**src/rtl/xor_pkg.sv**
```systemverilog
// Shared types and helpers for the XOR frame accumulator.
// State encoding plus a parity helper usable by block and checker.
package xor_pkg;

    typedef enum logic {
        ACC = 1'b0,
        OUT = 1'b1
    } state_t;

    localparam int XOR_MAX_W = 256;

    function automatic logic xor_reduce(input logic [XOR_MAX_W-1:0] data);
        return ^data;
    endfunction

endpackage

```
**src/rtl/xor_reduce_w.sv**
```systemverilog
// Parametrised WIDTH-bit XOR reduction, purely combinational.
// Shared by the accumulator and the integrity checker.
module xor_reduce_w #(
    parameter int WIDTH = 8
) (
    input  logic [WIDTH-1:0] data,
    output logic             parity
);

    always_comb begin
        parity = 1'b0;
        for (int i = 0; i < WIDTH; i++) begin
            parity = parity ^ data[i];
        end
    end

endmodule

```
**src/rtl/xor_frame_accum.sv**
```systemverilog
// Frame-wise XOR accumulator with valid/ready on both sides.
// Emits signature, parity, word count and overrun per frame.
module xor_frame_accum
    import xor_pkg::*;
#(
    parameter int WIDTH      = 8,
    parameter int MAX_LEN    = 16,
    parameter int ODD_PARITY = 0,
    parameter int CNT_W      = $clog2(MAX_LEN + 1)
) (
    input  logic             clk,
    input  logic             rst,
    input  logic [WIDTH-1:0] in_data,
    input  logic             in_valid,
    input  logic             in_last,
    output logic             in_ready,
    output logic [WIDTH-1:0] out_data,
    output logic             out_parity,
    output logic [CNT_W-1:0] out_count,
    output logic             out_overrun,
    output logic             out_valid,
    input  logic             out_ready
);

    state_t           state;
    logic [WIDTH-1:0] acc;
    logic [CNT_W-1:0] cnt;

    logic [WIDTH-1:0] acc_next;
    logic [CNT_W-1:0] cnt_next;
    logic             close;
    logic             accept;
    logic             parity_raw;

    assign acc_next = acc ^ in_data;
    assign cnt_next = cnt + CNT_W'(1);
    assign close    = in_last || (cnt_next == CNT_W'(MAX_LEN));
    assign accept   = in_valid && (state == ACC);

    // Both handshake outputs decode straight from the state flop.
    assign in_ready  = (state == ACC);
    assign out_valid = (state == OUT);

    xor_reduce_w #(
        .WIDTH (WIDTH)
    ) u_par (
        .data   (acc_next),
        .parity (parity_raw)
    );

    always_ff @(posedge clk) begin
        if (rst) begin
            state       <= ACC;
            acc         <= '0;
            cnt         <= '0;
            out_data    <= '0;
            out_count   <= '0;
            out_parity  <= 1'b0;
            out_overrun <= 1'b0;
        end else begin
            unique case (state)
                ACC: begin
                    if (accept) begin
                        if (close) begin
                            out_data    <= acc_next;
                            out_count   <= cnt_next;
                            out_overrun <= ~in_last;
                            out_parity  <= parity_raw ^ 1'(ODD_PARITY);
                            acc         <= '0;
                            cnt         <= '0;
                            state       <= OUT;
                        end else begin
                            acc <= acc_next;
                            cnt <= cnt_next;
                        end
                    end
                end
                OUT: begin
                    if (out_ready) begin
                        state <= ACC;
                    end
                end
                default: state <= ACC;
            endcase
        end
    end

endmodule
```
**config.mk**
```make
export PLATFORM = sky130hd
export DESIGN_NAME = xor_frame_accum
export DESIGN_NICKNAME = d
export VERILOG_FILES = /design/src/rtl/xor_pkg.sv /design/src/rtl/xor_reduce_w.sv /design/src/rtl/xor_frame_accum.sv
export SDC_FILE = /design/constraint.sdc
export NUM_CORES = 1
export LEC_CHECK = 0
export CORE_MARGIN = 2
export CORE_UTILIZATION = 50
export CTS_BUF_LIST = sky130_fd_sc_hd__clkbuf_4 sky130_fd_sc_hd__clkbuf_8 sky130_fd_sc_hd__clkbuf_16
export DETAILED_ROUTE_END_ITERATION = 8
export PLACE_DENSITY = 0.77
export SYNTH_ARGS = -nofsm -noshare
export SYNTH_HDL_FRONTEND = slang
export SYNTH_SLANG_ARGS = --single-unit
export TNS_END_PERCENT = 5
```
**constraint.sdc**
```tcl
create_clock -name clk -period 2.2 [get_ports clk]
set_input_delay 0.33 -clock clk [delete_from_list [all_inputs] [get_ports clk]]
set_output_delay 0.33 -clock clk [all_outputs]
set_load 0.005 [all_outputs]
```
# Word-level counts from Yosys, hierarchy flattened
# Cells that the tools add are included.
[op_classes] n_addsub=1 mul=0 div_mod_pow=0 n_lt_le_gt_ge=0 n_eq_ne=1 shifts=0 n_mux=6 bitwise=10 reduce_logical=4
[ops] operator="8-bit two-way mux" n=1
[ops] operator="8-bit XOR" n=1
[ops] operator="1-bit XOR" n=7
[ops] operator="5-bit by 1-bit adder with 5-bit output (second input constant)" n=1
[ops] operator="5-bit == test (second input constant)" n=1
[ops] operator="5-bit two-way mux" n=1
[ops] operator="1-bit two-way mux" n=3
[ops] operator="3-bit AND reduction" n=1
[ops] operator="1-bit NOT" n=2
[ops] operator="1-bit one-hot mux with 2 select lines" n=1
[ops] operator="2-bit AND reduction" n=1
[ops] operator="1-bit logical AND" n=1
[ops] operator="1-bit logical OR" n=1
[totals] regBits=29 latchBits=0 ram_bits=0 mem_bits_ro=0 output_inout_bits=17 elab_cells=29 mem_count=0

# Longest topological paths before layout
# Gate-level depths: netlist of run 1.
[logic_depth] ltp_word=8 mapped_depth=6 depth_no_buf=5

# Modules after synthesis
# Synthesis of run 1 repeated with hierarchy kept, for this count alone.
[hier_totals] cells_unflattened=163 area_unflattened_um2=1507.7
[by_module_without_submodules] mod="xor_frame_accum" n_inst=1 cells_each=156 area_each_um2=1446.4
[by_module_without_submodules] mod="xor_reduce_w" n_inst=1 cells_each=7 area_each_um2=61.3

# Least setup slack after synthesis of run 1
# Ideal clock, no wire load.
[synth_timing] path_kind="flip-flop to flip-flop" startpoint="reg cnt[0]" endpoint="reg acc[7]" setup_ns=0.074 t_arrival_ns=1.503 t_required_ns=2.126 setup_slack_ns=0.623 path_stages_with_launch=7 n_path_buf=2 path_cell_list="dfxtp_1 -> ha_1 -> clkbuf_1 -> a311oi_4 -> buf_6 -> nand3b_1 -> a31oi_1"
[synth_via] elab_chain_len=4
[synth_lines] item="start, declared" line_no="xor_frame_accum.sv:27" rtl="logic [CNT_W-1:0] cnt;"
[synth_lines] item="start signal, assigned" line_no="xor_frame_accum.sv:74" rtl="cnt <= cnt_next;"
[synth_lines] item="5-bit by 1-bit adder with 5-bit output" line_no="xor_frame_accum.sv:36" rtl="assign cnt_next = cnt + CNT_W'(1);"
[synth_lines] item="5-bit == test" line_no="xor_frame_accum.sv:37" rtl="assign close = in_last || (cnt_next == CNT_W'(MAX_LEN));"
[synth_lines] item="1-bit logical OR" line_no="xor_frame_accum.sv:37"
[synth_lines] item="8-bit two-way mux" line_no="xor_frame_accum.sv:64" rtl="if (close) begin"
[synth_lines] item="end signal, assigned" line_no="xor_frame_accum.sv:73" rtl="acc <= acc_next;"
[synth_lines] item="end, declared" line_no="xor_frame_accum.sv:26" rtl="logic [WIDTH-1:0] acc;"
# No other way between the ends.
# A chain may end at the register's enable or synchronous reset.

# Final worst setup path of run 1
[layout_timing] startpoint="reg cnt[0]" endpoint="reg out_data[3]"
[layout_via] elab_chain_len=4
[layout_lines] item="5-bit by 1-bit adder with 5-bit output" line_no="xor_frame_accum.sv:36"
[layout_lines] item="5-bit == test" line_no="xor_frame_accum.sv:37"
[layout_lines] item="1-bit logical OR" line_no="xor_frame_accum.sv:37"
[layout_lines] item="3-bit AND reduction (no line)"
[layout_lines] item="end signal, assigned" line_no="xor_frame_accum.sv:65" rtl="out_data <= acc_next;"
[layout_lines] item="end, declared" line_no="xor_frame_accum.sv:17" rtl="output logic [WIDTH-1:0] out_data,"
# No other way between the ends.

==> qor.tcl, run 1 <==
set qor(synth_ff_type) {dfxtp_1}
set qor(powerDensity_mw_per_mm2) 657
set qor(end_kind) {flip-flop}
set qor(placed_cells) 205
set qor(worst_case_headroom_to_the_max_slew_limit_pct) 71.0
set qor(yosysWarningCount) 0
set qor(dominant_delay_contributor_by_cell_family_on_the_critical_path) {compound AO/OA/AOI/OAI gates}
set qor(clkSinkCount) 29
set qor(io_pins) 30
set qor(hold_buffers_post_cts) 0
set qor(setup-violations-final) 0
set qor(dieHeight_um) 57.2
set qor(drt-total-wl_um) 3030
set qor(clkTransAtPathRegs_ns) 0.10
set qor(worst_path_largest_cell_delay_ns) 0.50
set qor(detail_route.drc_violations) 0
set qor(nets) 195
set qor(crit_chain) {ha_1 -> a31o_2 -> a21oi_1 -> a311oi_1}
set qor(global_route_total_overflow) 0
set qor(antenna_left) 0
set qor(critPathKind) {reg -> reg}
set qor(fin_skew_ns) 0.00842
set qor(portBuffers) 29
set qor(worst_slew_pin_slew_ns) 0.435
set qor(path_type_of_the_worst_min_delay_path) {reg -> reg}
set qor(nFillCells) 251
set qor(numCtsBuffers) 5
set qor(rows) 19
set qor(cts_resized) 0
set qor(cap_violations) 0
set qor(tritoncts) {yes}
set qor(cp_slowest_cell) {a31o_2}
set qor(h-tree-depth) 2
set qor(cp_max_fo) 23
set qor(clock_buffer_depth) 2
set qor(viasPerCell) 5.82
set qor(worstPathArrival_ns) 2.04
set qor(clk-insertion-delay-late_ns) 0.33
set qor(die_area_sq_mm) 0.00327
set qor(multi_input_combinational_cell_area_sq_um) 763
set qor(gp_routability_congestion) 0.765
set qor(mapped_cells) 155
set qor(yosysTopAreaCell) {dfxtp_1}
set qor(tns_ns) 0
set qor(dp_hpwl_um) 2060
set qor(crit_path_start_kind) {flip-flop}
set qor(via_count_of_the_first_global_routing_pass) 1039
set qor(async_reset_ff_share_pct) 0
set qor(ir_drop_uv) 404
set qor(drt_iter0_markers) 51
set qor(first_pass_iters) 4
set qor(avgRoutedWirePerCell_um) 14.2
set qor(area.sequential_sq_um) 581
set qor(mostFrequentLayoutCells) {29 x dfxtp_1, 29 x clkdlybuf4s50_1, 18 x xnor2_1, 16 x nand3b_1, 15 x a21oi_1}
set qor(final_period_minus_worst_setup_slack_ns) 1.80
set qor(num_vias) 1240
set qor(synthesis.area_sq_mm) 0.00141
set qor(synth_top_cells_by_area) {dfxtp_1 41%, xnor2_1 11%, nand3b_1 8.5%}
set qor(n_antenna_cell) 0
set qor(status) {complete, no violations}
set qor(drive_above_1_share_pct) 8.79
set qor(pin_count_of_the_biggest_net_entering_global_routing) 30
set qor(net_count_after_synthesis) 169
set qor(part_of_the_yosys_area_used_for_sequential_elements_pct) 41.1
set qor(slew_viol_final) 0
set qor(grtUsageTotal_pct) 18.2
set qor(hold_violations) 0
set qor(cts_post_setup_buffers_inserted) 0
set qor(core_area_sq_mm) 0.00271
set qor(antenna_found_initial) 0
set qor(path_buf_inv) 0
set qor(global_route_wire_length_before_repair_um) 4600
set qor(fp.dieW_um) 57.2
set qor(worst-endpoint-required_ns) 2.44
set qor(fmax_ghz) 0.555
set qor(power_leakage_nw) 0.560
set qor(area_growth_syn_to_layout_pct) 25.8
set qor(yosys_register_bits) 29
set qor(final_non_filler_cells) 213
set qor(starting_density_of_the_core_pct) 52.1
set qor(rsz_0062_raised_after_global_routing) {no}
set qor(netlist.area_leader.share_pct) 41.1
set qor(cts_root_buffer) {clkbuf_4}
set qor(yosys.cell_types.count) 32
set qor(number_of_enable_flip_flop_cells_after_synthesis) 0
set qor(post-route-period-util_pct) 81.9
set qor(post_synth.cell_area_avg_sq_um) 9.11
## cell families (layout without fill, tap and decap cells)
| kind of cell | after synthesis | in the layout | synth area share (%) |
|---|---|---|---|
| and+or+nand+nor | 44 | 44 | 17.9 |
| muxes | 1 | 1 | 0.709 |
| buffers and inverters | 15 | 42 | 4.87 |
| DFF | 29 | 29 | 41.1 |
| adders and majority gates | 1 | 1 | 0.886 |
| xor gates and xnor gates | 18 | 18 | 11.2 |
| AOI/OAI and AO/OA | 47 | 47 | 23.4 |
## metrics by stage
stage               hold WS (ns)  setup slack [ns]  cell area (sq um)  utilization (%)  power, mW
global placement           0.463             0.361               1710             63.0      0.797
floorplan                  0.470             0.623               1410                -      0.718
finish                     0.482             0.399               1780             65.6       1.17
detailed placement         0.469             0.282               1710             63.0      0.804
CTS                        0.482             0.406               1780             65.6       1.18
global route               0.512             0.283               1780             65.6       1.22
## synth_stat cells (2+ instances only)
library cell	count
dfxtp_1	29
xnor2_1	18
nand3b_1	16
a21oi_1	15
a311oi_1	10
clkbuf_1	10
nand2_1	10
a31oi_1	9
nor2_1	7
o21ai_0	4
a22oi_1	3
nand3_1	3
nor3_1	2
## registers in the layout, summed over array words and instances (netlist names)
signal / count
out_parity: 1
cnt: 5
out_overrun: 1
out_valid: 1
out_data: 8
out_count: 5
acc: 8
## tightest hold or removal path, cell delays in order (launching register included)
cell     delay, ns
dfxtp_1       0.32
o21ai_0       0.06
a21oi_1       0.06
## path summary, 6_finish.rpt
path                     start            to  slack, ns  depth (start not counted)
setup / recovery        cnt[0]   out_data[3]       0.40                          4
hold / removal    out_count[3]  out_count[3]       0.48                          2
setup reg to reg        cnt[0]   out_data[3]       0.40                          4
hold reg to reg   out_count[3]  out_count[3]       0.48                          2
## area by class of cell
| class | count | share of cell area (%) |
|---|---|---|
| Clock buffer | 7 | 3.66 |
| Sequential cell | 29 | 32.7 |
| Tap cell | 31 | 2.18 |
| Timing Repair Buffer | 33 | 18.0 |
| Clock inverter | 1 | 0.282 |
| Inverter | 1 | 0.211 |
| Multi-Input combinational cell | 111 | 43.0 |
## metal layers
layer  up-vias  track usage, %  wire length, um
met1       582            22.3             1400
met3         5            4.31              141
met4         0            8.97               59
met5         -               0                0
li1        622               -                -
met2        31            30.0             1430
## where the power goes
group	leakage, nW	internal, mW	total, mW	switching, mW
combinational	0.282	0.120	0.221	0.101
sequential	0.237	0.551	0.570	0.0196
clock	0.0413	0.185	0.376	0.191
total	0.560	0.856	1.17	0.311
No activity file was read; power rests on OpenSTA's default activity.
==> run 2: changes to the inputs <==
- clock period: 2.2 -> 1.7 ns (I/O delays scaled with it)
==> qor.tcl, run 2 (synthesis gave the netlist of run 1 again) <==
set qor(clock_buffer_depth) 2
set qor(core_area_sq_mm) 0.00271
set qor(fp.dieW_um) 57.2
set qor(numCtsBuffers) 5
set qor(path_type_of_the_worst_min_delay_path) {reg -> reg}
set qor(drt-total-wl_um) 3320
set qor(final_period_minus_worst_setup_slack_ns) 1.61
set qor(hold_buffers_post_cts) 0
set qor(cp_slowest_cell) {dfxtp_1}
set qor(pin_count_of_the_biggest_net_entering_global_routing) 30
set qor(worst_path_largest_cell_delay_ns) 0.34
set qor(starting_density_of_the_core_pct) 52.1
set qor(detail_route.drc_violations) 0
set qor(hold_violations) 0
set qor(final_core_util_pct) 67.8
set qor(layout_commonest_cell) {clkdlybuf4s50_1}
set qor(crit_chain) {and2_2 -> o21ai_4 -> a31o_2 -> buf_6 -> a21oi_1 -> a311oi_1}
set qor(global_route_wire_length_before_repair_um) 5230
set qor(drive_above_1_share_pct) 12.3
set qor(worstPathArrival_ns) 1.83
set qor(drt_iter0_markers) 24
set qor(end_kind) {flip-flop}
set qor(final_critical_path_setup_slack_ns) 0.0906
set qor(setup-violations-final) 0
set qor(crit_path_start_kind) {flip-flop}
set qor(multi_input_combinational_cell_area_sq_um) 773
set qor(antenna_left) 0
set qor(dp_slack_ns) -0.0611
set qor(clk-insertion-delay-late_ns) 0.32
set qor(dieHeight_um) 57.2
set qor(num_vias) 1312
set qor(clkTransAtPathRegs_ns) 0.08
set qor(tritoncts) {yes}
set qor(rsz_0062_raised_after_global_routing) {no}
set qor(worst_slew_pin_slew_ns) 0.427
set qor(cp_max_fo) 14
set qor(regToRegSetupSlack_ns) 0.09
set qor(worst-endpoint-required_ns) 1.92
set qor(viasPerCell) 6.02
set qor(ir_drop_uv) 682
set qor(nets) 201
set qor(cts_root_buffer) {clkbuf_4}
set qor(placed_cells) 211
set qor(top_regs) {acc: 8 flops, out_data: 8 flops}
set qor(postLayoutCellArea_sq_mm) 0.00184
set qor(slew_viol_final) 0
set qor(power_leakage_nw) 0.587
set qor(worst_case_headroom_to_the_max_slew_limit_pct) 71.4
set qor(global_route_total_overflow) 0
set qor(die_area_sq_mm) 0.00327
set qor(via_count_of_the_first_global_routing_pass) 1227
set qor(io_pins) 30
set qor(post-route-period-util_pct) 94.7
set qor(fin_skew_ns) 0.0107
set qor(first_pass_iters) 4
set qor(area_growth_syn_to_layout_pct) 30.1
set qor(mostFrequentLayoutCells) {29 x clkdlybuf4s50_1, 28 x dfxtp_1, 18 x xnor2_1, 16 x nand3b_1, 15 x a21oi_1}
set qor(critPathKind) {reg -> reg}
set qor(rows) 19
set qor(antenna_found_initial) 0
set qor(path_buf_inv) 1
set qor(nFillCells) 243
set qor(fmax_ghz) 0.621
set qor(portBuffers) 29
set qor(cap_violations) 0
set qor(grtUsageTotal_pct) 20.7
set qor(dp_hpwl_um) 2300
set qor(powerDensity_mw_per_mm2) 806
set qor(dominant_delay_contributor_by_cell_family_on_the_critical_path) {compound AO/OA/AOI/OAI gates}
set qor(n_antenna_cell) 0
set qor(status) {complete, no violations}
set qor(final_non_filler_cells) 218
set qor(area.sequential_sq_um) 582
set qor(dpl_cell_area_sq_mm) 0.00176
set qor(h-tree-depth) 2
set qor(clkSinkCount) 29
set qor(gp_routability_congestion) 0.804
set qor(avgRoutedWirePerCell_um) 15.2
[run 2: layer usage]
layer / up-vias / routed length (um) / global-route usage, %
met4: 0 / 82 / 7.97
li1: 635 / - / -
met1: 632 / 1380 / 22.6
met2: 34 / 1660 / 36.9
met5: - / 0 / 0
met3: 11 / 188 / 7.03
[run 2: power by group]
group | internal (mW) | switching [mW]
Clock | 0.211 | 0.221
Combinational | 0.170 | 0.143
Sequential | 0.713 | 0.0245
Total | 1.09 | 0.388
[run 2: what timing repair did]
action                     CTS  global route
setup buffers                0             0
setup endpoints to repair    0             9
gates resized for setup      0             4
[run 2: worst paths after layout]
check                                     to  depth (start not counted)         start
worst max-delay path             out_data[4]                          6        cnt[1]
worst min-delay path            out_count[0]                          2  out_count[0]
worst max register to register   out_data[4]                          6        cnt[1]
worst min register to register  out_count[0]                          2  out_count[0]
[run 2: through the flow]
stage | TNS, ns | hold WS [ns] | power, mW
after floorplan | 0 | 0.429 | 0.929
after global placement | 0 | 0.461 | 1.05
after detailed placement | -0.0670 | 0.469 | 1.06
after CTS | 0 | 0.480 | 1.49
after global routing | 0 | 0.511 | 1.55
final | 0 | 0.478 | 1.48
[run 2: worst register-to-register path, stage by stage, from the launching register on]
cell	delay [ns]
dfxtp_1	0.34
and2_2	0.23
o21ai_4	0.21
a31o_2	0.21
buf_6	0.16
a21oi_1	0.10
a311oi_1	0.25
[run 2: final cells by class]
| cell class | instances | area share, % |
|---|---|---|
| well taps | 31 | 2.11 |
| inverters | 1 | 0.204 |
| flip-flops and latches | 29 | 31.7 |
| clock buffers | 7 | 3.20 |
| repair buffers | 39 | 20.8 |
| multi-input cells | 111 | 42.1 |
